--- src/rtl/star_scan_scheduler.sv ---
// ============================================================================
// Module   : star_scan_scheduler
// Function : Raster-scans an image RAM, launches a star finder on each lit,
//            uncovered pixel and keeps a small table of bounding boxes.
// Revision : 1.0
// ============================================================================
`default_nettype none

module star_scan_scheduler #(
    parameter int XSZ       = 3,
    parameter int YSZ       = 3,
    parameter int ADDRSZ    = 6,
    parameter int COLSZ     = 3,
    parameter int WIDTH     = 6,
    parameter int HEIGHT    = 6,
    parameter int THRESHOLD = 0,
    parameter int MAXSTARS  = 4,
    parameter int TIMEOUT   = 63
) (
    input  logic              clk,
    input  logic              reset,
    input  logic              start,
    output logic [ADDRSZ-1:0] mem_addr,
    input  logic [COLSZ-1:0]  pix_val,
    output logic              find_start,
    output logic [XSZ-1:0]    find_x,
    output logic [YSZ-1:0]    find_y,
    input  logic              find_done,
    input  logic [XSZ-1:0]    find_left,
    input  logic [XSZ-1:0]    find_right,
    input  logic [YSZ-1:0]    find_top,
    input  logic [YSZ-1:0]    find_bottom,
    output logic              busy,
    output logic              done,
    output logic [2:0]        star_count,
    input  logic [1:0]        rd_idx,
    output logic [XSZ-1:0]    rd_left,
    output logic [XSZ-1:0]    rd_right,
    output logic [YSZ-1:0]    rd_top,
    output logic [YSZ-1:0]    rd_bottom,
    output logic              overflow,
    output logic              timeout_err
);

    localparam int c_WDW = $clog2(TIMEOUT + 1);
    localparam int c_SLW = (MAXSTARS > 1) ? $clog2(MAXSTARS) : 1;

    typedef enum logic [2:0] {
        S_IDLE      = 3'd0,
        S_READ      = 3'd1,
        S_CHECK     = 3'd2,
        S_LAUNCH    = 3'd3,
        S_WAIT_FIND = 3'd4,
        S_ADVANCE   = 3'd5,
        S_DONE      = 3'd6
    } state_t;

    state_t             state_q, state_d;
    logic [XSZ-1:0]     x_q, x_d;
    logic [YSZ-1:0]     y_q, y_d;
    logic [c_WDW-1:0]   wd_q, wd_d;
    logic [2:0]         cnt_q, cnt_d;
    logic [MAXSTARS-1:0] valid_q, valid_d;
    logic [XSZ-1:0]     left_q [MAXSTARS];
    logic [XSZ-1:0]     left_d [MAXSTARS];
    logic [XSZ-1:0]     right_q [MAXSTARS];
    logic [XSZ-1:0]     right_d [MAXSTARS];
    logic [YSZ-1:0]     top_q [MAXSTARS];
    logic [YSZ-1:0]     top_d [MAXSTARS];
    logic [YSZ-1:0]     bottom_q [MAXSTARS];
    logic [YSZ-1:0]     bottom_d [MAXSTARS];
    logic [XSZ-1:0]     fx_q, fx_d;
    logic [YSZ-1:0]     fy_q, fy_d;
    logic               ovf_q, ovf_d;
    logic               tmo_q, tmo_d;
    logic               w_covered;
    logic               w_lit;

    always_ff @(posedge clk) begin
        if (reset) begin
            state_q <= S_IDLE;
            x_q     <= '0;
            y_q     <= '0;
            wd_q    <= '0;
            cnt_q   <= '0;
            valid_q <= '0;
            fx_q    <= '0;
            fy_q    <= '0;
            ovf_q   <= 1'b0;
            tmo_q   <= 1'b0;
            for (int i = 0; i < MAXSTARS; i++) begin
                left_q[i]   <= '0;
                right_q[i]  <= '0;
                top_q[i]    <= '0;
                bottom_q[i] <= '0;
            end
        end else begin
            state_q  <= state_d;
            x_q      <= x_d;
            y_q      <= y_d;
            wd_q     <= wd_d;
            cnt_q    <= cnt_d;
            valid_q  <= valid_d;
            fx_q     <= fx_d;
            fy_q     <= fy_d;
            ovf_q    <= ovf_d;
            tmo_q    <= tmo_d;
            left_q   <= left_d;
            right_q  <= right_d;
            top_q    <= top_d;
            bottom_q <= bottom_d;
        end
    end

    always_comb begin
        state_d  = state_q;
        x_d      = x_q;
        y_d      = y_q;
        wd_d     = wd_q;
        cnt_d    = cnt_q;
        valid_d  = valid_q;
        fx_d     = fx_q;
        fy_d     = fy_q;
        ovf_d    = ovf_q;
        tmo_d    = tmo_q;
        left_d   = left_q;
        right_d  = right_q;
        top_d    = top_q;
        bottom_d = bottom_q;

        w_lit     = (pix_val > COLSZ'(THRESHOLD));
        w_covered = 1'b0;
        for (int i = 0; i < MAXSTARS; i++) begin
            if (valid_q[i] && (left_q[i] <= x_q) && (x_q <= right_q[i]) &&
                (top_q[i] <= y_q) && (y_q <= bottom_q[i])) begin
                w_covered = 1'b1;
            end
        end

        case (state_q)
            S_IDLE: begin
                if (start) begin
                    x_d     = '0;
                    y_d     = '0;
                    cnt_d   = '0;
                    valid_d = '0;
                    ovf_d   = 1'b0;
                    tmo_d   = 1'b0;
                    state_d = S_READ;
                end
            end
            S_READ: state_d = S_CHECK;
            S_CHECK: begin
                if (w_lit && !w_covered) begin
                    if (cnt_q < 3'(MAXSTARS)) begin
                        fx_d    = x_q;
                        fy_d    = y_q;
                        state_d = S_LAUNCH;
                    end else begin
                        ovf_d   = 1'b1;
                        state_d = S_ADVANCE;
                    end
                end else begin
                    state_d = S_ADVANCE;
                end
            end
            S_LAUNCH: begin
                wd_d    = '0;
                state_d = S_WAIT_FIND;
            end
            S_WAIT_FIND: begin
                // A result arriving on the watchdog's last cycle still counts.
                if (find_done) begin
                    left_d[cnt_q[c_SLW-1:0]]   = find_left;
                    right_d[cnt_q[c_SLW-1:0]]  = find_right;
                    top_d[cnt_q[c_SLW-1:0]]    = find_top;
                    bottom_d[cnt_q[c_SLW-1:0]] = find_bottom;
                    valid_d[cnt_q[c_SLW-1:0]]  = 1'b1;
                    cnt_d   = cnt_q + 3'd1;
                    state_d = S_ADVANCE;
                end else if (wd_q == c_WDW'(TIMEOUT)) begin
                    tmo_d   = 1'b1;
                    state_d = S_ADVANCE;
                end else begin
                    wd_d = wd_q + 1'b1;
                end
            end
            S_ADVANCE: begin
                if (x_q == XSZ'(WIDTH - 1)) begin
                    if (y_q == YSZ'(HEIGHT - 1)) begin
                        state_d = S_DONE;
                    end else begin
                        x_d     = '0;
                        y_d     = y_q + 1'b1;
                        state_d = S_READ;
                    end
                end else begin
                    x_d     = x_q + 1'b1;
                    state_d = S_READ;
                end
            end
            S_DONE:  state_d = S_IDLE;
            default: state_d = S_IDLE;
        endcase
    end

    assign mem_addr    = ADDRSZ'(y_q) * ADDRSZ'(WIDTH) + ADDRSZ'(x_q);
    assign find_start  = (state_q == S_LAUNCH);
    assign find_x      = fx_q;
    assign find_y      = fy_q;
    assign busy        = (state_q != S_IDLE);
    assign done        = (state_q == S_DONE);
    assign star_count  = cnt_q;
    assign overflow    = ovf_q;
    assign timeout_err = tmo_q;

    // Stale box data stays in the table after a restart; the valid bit masks it.
    assign rd_left   = valid_q[rd_idx] ? left_q[rd_idx]   : '0;
    assign rd_right  = valid_q[rd_idx] ? right_q[rd_idx]  : '0;
    assign rd_top    = valid_q[rd_idx] ? top_q[rd_idx]    : '0;
    assign rd_bottom = valid_q[rd_idx] ? bottom_q[rd_idx] : '0;

endmodule

`default_nettype wire

--- config.mk ---
export PLATFORM = sky130hd
export DESIGN_NAME = star_scan_scheduler
export DESIGN_NICKNAME = d
export VERILOG_FILES = /design/src/rtl/star_scan_scheduler.sv
export SDC_FILE = /design/constraint.sdc
export NUM_CORES = 1
export LEC_CHECK = 0
export CORE_UTILIZATION = 60
export DETAILED_ROUTE_END_ITERATION = 10
export PLACE_DENSITY = 0.81
export SLEW_MARGIN = 10
export SYNTH_ARGS = -nofsm -noshare
export SYNTH_HDL_FRONTEND = slang
export SYNTH_SLANG_ARGS = --single-unit
export TNS_END_PERCENT = 5
--- constraint.sdc ---
create_clock -name clk -period 3.75 [get_ports clk]
set_input_delay 0.375 -clock clk [delete_from_list [all_inputs] [get_ports clk]]
set_output_delay 0.375 -clock clk [all_outputs]
set_load 0.05 [all_outputs]
==> run_results.csv, run 1 <==
group,metric,value,unit
final_layout,num-fill-cells,639,
yosys,avgSynthCellArea,8.29,um^2
placement,port_buffers,52,
yosys,ys.warnings.count,0,
final_layout,finalNonFillerCells,732,
final_layout,n_antenna_cell,0,
clocking,cts_hold_buf,0,
timing,fin_crit,3.46,ns
clocking,post_cts_buffers,0,
floorplanning,die_y,91.9,um
setup_path,path_max_fanout,10,
yosys,yosys-top-cells-count,"nand2_1 (112), dfxtp_1 (78), a21oi_1 (68)",
yosys,seq_area_frac_synth,32.2,%
timing,fin_crit_sh,92.3,%
final_layout,drive_gt1_share,9.05,%
yosys,synth_area,4850,um^2
power_and_ir_drop,power_density,302,nW/um^2
clocking,cts_max_level,3,
yosys,synthArstFlopShare,0,%
timing,clock-skew-final,0.00735,ns
clocking,cts_resized,0,
setup_path,cp.arrival,3.08,ns
clocking,numClockSinks,78,
final_layout,area_growth,15.0,%
floorplanning,core-area,7770,um^2
route,vias,4344,
grt,grt_max_degree,49,
outcome,status,"finished clean",
route,routed_via_density,5.93,
yosys,yosys-top-cells-area,"dfxtp_1 (32%), ha_1 (15%), nand2_1 (8.7%), a21oi_1 (7.0%), mux4_2 (5.6%)",
grt,grt_first_pass_wirelength,21000,um
setup_path,r2r_start,"x_q[1]$_SDFFE_PP0P_",
grt,grt_antenna_before_repair,0,
clocking,cts.clk_slew.worst_paths,0.08,ns
timing,max_freq,0.289,GHz
timing,worst-slew-pin-transition,0.788,ns
yosys,synth_top_area_share,32.2,%
clocking,cts_made_buffers,9,
timing,slew-limit-headroom,47.5,%
setup_path,worstPathRequired,3.38,ns
clocking,cts_root_buffer,"clkbuf_8",
timing,setup_tns,0,ns
floorplanning,ios,53,
route,drt.antenna.violating_nets,0,
floorplanning,start_util,62.4,%
final_layout,fin_area,5570,um^2
timing,finalSetupViolCount,0,
route,dr.pass1.iters,5,
hold_path,hp-start,"overflow$_SDFFE_PP0P_",
placement,place.gp.congestion,0.892,
power_and_ir_drop,ir_drop,0.167,mV
placement,placedCellCount,716,
setup_path,cp-start-kind,"flop",
yosys,synth-seq-cells,78,
timing,hold_viol,0,
timing,maxSlewViolCount,0,
placement,hpwlAfterDp,9150,um
grt,grt_pass1_vias,4256,
yosys,synth_top_area_cell,"dfxtp_1",
setup_path,crit_start,"y_q[1]$_SDFFE_PP0P_",
floorplanning,die_width,91.9,um
route,drt-total-wl,12700,um
timing,whs,0.466,ns
floorplanning,die_area,8440,um^2
route,drc,0,
power_and_ir_drop,p_leak,2.07,nW
final_layout,nets,707,
clocking,cts_buffer_depth,2,
job,maxCapViolCount,0,
yosys,ys.flop_type,"dfxtp_1",
grt,gr-usage-all-layers,32.1,%
placement,place_area,5360,um^2
clocking,clk_latency,0.35,ns
yosys,syn-num-nets,667,
yosys,syn_inst,585,
setup_path,crit_path_end_kind,"primary output",
yosys,yosysMostFrequentCell,"nand2_1",
timing,rsz0062_at_grt,"false",
hold_path,hold_path.class,"flop to flop",
grt,grt.overflow.total,0,
floorplanning,rows,32,
hold_path,timing.hold.worst_path_depth,2,
route,wl_per_cell,17.3,um
setup_path,worst-r2r-cell-count,7,
yosys,synth_edf_count,0,
clocking,cts_tree,"yes",
setup_path,path_class,"flop to primary output",
route,drt-initial-drc-count,327,
yosys,post_synth_num_cell_types,48,
[cells in the final DEF, fill, tap and decap left out, drive strengths merged, types with 5 or more instances in the layout]
cell type	n
ha	59
nor2b	19
o21ai	22
mux2i	7
buf	17
nor2	28
nand3	19
mux4	12
clkdlybuf4s50	39
and2	5
clkbuf	10
a21oi	68
dfxtp	78
inv	48
nand4	6
xor2	5
nand2b	16
nand2	112
a211oi	11
[metal layers]
layer | routed length [um] | part of all wire [%] | track usage, %
met5 | 0 | 0 | 0
met4 | 302 | 2.4 | 13.5
met3 | 950 | 7.5 | 5.56
met2 | 5940 | 47 | 51.2
met1 | 5490 | 43 | 42.7
[through the flow]
stage          worst slack [ns]  util [%]  power [mW]
3_5_place_dp              0.684      69.0        1.01
3_3_place_gp              0.762      69.0        1.00
5_1_grt                   0.139      71.8        1.75
6_report                  0.291      71.8        1.68
2_1_floorplan              1.07         -       0.953
4_1_cts                   0.288      71.8        1.69
[kinds of logic (layout without fill, tap and decap cells)]
logic type / count (synthesis) / in the layout / share of synthesized area, %
xor+xnor: 9 / 9 / 1.63
compound gates: 121 / 121 / 14.5
fa+ha+maj: 61 / 61 / 16.1
flops: 78 / 78 / 32.2
buf+inv: 75 / 120 / 6.43
mux: 20 / 20 / 7.25
simple gates: 221 / 221 / 22.0
[worst max-delay path, cell delays in order, from the launching register on]
cell and delay [ns]:
dfxtp_1 0.59, inv_1 0.22, ha_1 0.35, inv_1 0.08
fa_1 0.44, nand3_1 0.10, xor2_1 0.14, clkdlybuf4s50_1 0.81
[worst paths after layout]
| path | end | slack [ns] |
|---|---|---|
| max | mem_addr[5] | 0.29 |
| min | overflow$_SDFFE_PP0P_ | 0.47 |
| min reg2reg | overflow$_SDFFE_PP0P_ | 0.47 |
| max reg2reg | state_q[1]$_SDFFE_PP0P_ | 1.10 |
[final cells by class]
class                           count  area [um^2]  share of cell area (%)
Multi-Input combinational cell    432         2980                    53.4
Sequential cell                    78         1560                    28.0
Timing Repair Buffer               56          515                    9.25
Inverter                           48          180                    3.23
Clock buffer                       10          128                    2.29
Tap cell                          102          128                    2.29
Clock inverter                      6         86.3                    1.55
[sequential cells by signal, indices dropped and copies added, names as in the netlist, 3 cells and up]
register,count
y_q,3
wd_q,6
star_count,3
valid_q,4
right_q,12
find_x,3
find_y,3
left_q,12
bottom_q,12
top_q,12
x_q,3
state_q,3
[power breakdown]
group | internal [mW] | switching (mW)
Sequential | 0.833 | 0.0122
Clock | 0.374 | 0.322
Combinational | 0.0583 | 0.0847
(Power assumes the default switching activity.)
==> run 2, diff against run 1 <==
CORE_MARGIN = 2   (was default)
==> run 2 against run 1 <==
Effect of this change: sequential share of layout area up 0.069 points; sequential power about the same; wire length fell by 0.49%; final cell count did not move.
==> run_results.csv, run 2 (synthesis results as in run 1) <==
group,metric,value,unit
clocking,cts_hold_buf,0,
setup_path,cp-start-kind,"flop",
timing,hold_viol,0,
floorplanning,core-area,7770,um^2
final_layout,final_cell_mix,"nand2_1 (112), dfxtp_1 (78), a21oi_1 (68), ha_1 (59), inv_1 (48)",
setup_path,crit_family,"buffers and inverters",
setup_path,cp.arrival,3.16,ns
setup_path,crit_start,"y_q[1]$_SDFFE_PP0P_",
setup_path,path_class,"flop to primary output",
timing,max_freq,0.283,GHz
timing,clock-skew-final,0.00794,ns
clocking,cts_root_buffer,"clkbuf_8",
setup_path,path_depth,7,
grt,grt.overflow.total,0,
floorplanning,die_width,93.9,um
floorplanning,ios,53,
job,maxCapViolCount,0,
outcome,status,"finished clean",
setup_path,critical_path_buf_inv_count,3,
timing,fin_crit_sh,94.2,%
clocking,post_cts_buffers,0,
final_layout,area_growth,14.7,%
setup_path,endpoint,"mem_addr[5]",
power_and_ir_drop,p_total,1.63,mW
setup_path,cpMostUsedCell,"inv_1",
timing,rsz0062_at_grt,"false",
placement,port_buffers,52,
timing,slew-limit-headroom,51.9,%
hold_path,hold_path.class,"flop to flop",
timing,setup_tns,0,ns
power_and_ir_drop,p_leak,2.05,nW
power_and_ir_drop,ir_drop,0.212,mV
timing,maxSlewViolCount,0,
placement,place.gp.congestion,0.877,
route,dr.pass1.iters,5,
route,drt.antenna.violating_nets,0,
power_and_ir_drop,power_density,293,nW/um^2
clocking,cts_buffer_depth,2,
floorplanning,die_area,8820,um^2
setup_path,critPathSlowestCell,"clkdlybuf4s50_1",
clocking,numClockSinks,78,
setup_path,r2r_start,"x_q[1]$_SDFFE_PP0P_",
final_layout,final_common_cell,"nand2_1",
setup_path,crit_path_end_kind,"primary output",
grt,grt_max_degree,45,
route,drc,0,
final_layout,n_antenna_cell,0,
floorplanning,start_util,62.4,%
final_layout,num-fill-cells,643,
route,drt-initial-drc-count,240,
route,routed_via_density,5.86,
final_layout,finalNonFillerCells,732,
route,drt-total-wl,12600,um
setup_path,critPathMaxStageDelay,0.81,ns
route,wl_per_cell,17.3,um
setup_path,cp_cell_sequence,"inv_1, ha_1, inv_1, fa_1, nand3_1, xor2_1, clkdlybuf4s50_1",
placement,placedCellCount,716,
final_layout,drive_gt1_share,9.05,%
grt,grt_antenna_before_repair,0,
floorplanning,die_y,93.9,um
clocking,cts_resized,0,
grt,grt_first_pass_wirelength,20600,um
clocking,cts_tree,"yes",
clocking,cts.clk_slew.worst_paths,0.08,ns
grt,grt_pass1_vias,4180,
setup_path,reg2reg_to,"state_q[1]$_SDFFE_PP0P_",
timing,fin_crit,3.53,ns
final_layout,nets,707,
clocking,cts_made_buffers,9,
placement,hpwlAfterDp,9050,um
floorplanning,rows,32,
grt,gr-usage-all-layers,30.4,%
clocking,cts_max_level,3,
route,vias,4287,
timing,worst-slew-pin-transition,0.722,ns
clocking,clk_latency,0.36,ns
setup_path,worst-r2r-cell-count,7,
setup_path,path_max_fanout,10,
timing,whs,0.477,ns
timing,finalSetupViolCount,0,
setup_path,ff2ff_setup_slack,1.15,ns
setup_path,worstPathRequired,3.38,ns
==> run 2: changes by cell type in the layout (fill, tap and decap cells not counted) <==
cell and delta:
clkinv_2 -1, bufinv_16 -1, clkbuf_8 +1, clkinvlp_4 +1
==> run 2: worst min path at each step <==
stage                             startpoint                        to  slack [ns]  cells after the start
floorplan           bottom_q[4]$_SDFFE_PP0P_  bottom_q[4]$_SDFFE_PP0P_        0.45                      2
detailed placement     overflow$_SDFFE_PP0P_     overflow$_SDFFE_PP0P_        0.46                      2
finish                 overflow$_SDFFE_PP0P_     overflow$_SDFFE_PP0P_        0.48                      2
global route          find_y[1]$_SDFFE_PP0P_    find_y[1]$_SDFFE_PP0P_        0.50                      2
CTS                    overflow$_SDFFE_PP0P_     overflow$_SDFFE_PP0P_        0.48                      2
global placement       overflow$_SDFFE_PP0P_     overflow$_SDFFE_PP0P_        0.45                      2
==> run 2: per-layer routing <==
layer	vias up	GRT usage (%)	part of all wire, %	routed length, um
met5	-	0	0	0
met4	0	9.54	2.0	249
met3	20	6.50	7.5	950
met2	169	50.7	49	6130
met1	2008	39.3	42	5300
li1	2090	-	-	-
==> run 2: final cells by class <==
cell class	count	area (um^2)	area share [%]
sequential	78	1560	28.1
clock buffer	11	141	2.54
multi-input combinational	432	2980	53.5
inverter	48	180	3.24
tap	102	128	2.30
timing repair buffer	56	515	9.27
clock inverter	5	58.8	1.06
==> run 2: worst min-delay path: stages, from the launching register on <==
cell,delay [ns]
dfxtp_1,0.32
nand2_1,0.06
a21oi_1,0.06
==> run 2: metrics by stage <==
stage,setup WS (ns),instance area (um^2),utilization [%]
5_1_grt,0.118,5560,71.6
2_1_floorplan,1.07,4850,-
6_report,0.218,5560,71.6
3_5_place_dp,0.676,5360,69.0
4_1_cts,0.228,5560,71.6
3_3_place_gp,0.764,5360,69.0
==> run 2: report_power, final <==
| group | internal [mW] | total [mW] | leakage (nW) | switching [mW] |
|---|---|---|---|---|
| Sequential | 0.833 | 0.846 | 0.629 | 0.0126 |
| Clock | 0.326 | 0.641 | 0.0955 | 0.315 |
| Combinational | 0.0582 | 0.142 | 1.33 | 0.0835 |
| Total | 1.22 | 1.63 | 2.05 | 0.411 |
==> run 3, diff against run 2 <==
CTS_CLUSTER_SIZE = 25   (was default)
==> results of run 3 <==
The final DEF is identical to that of run 2; final timing and power are the same.
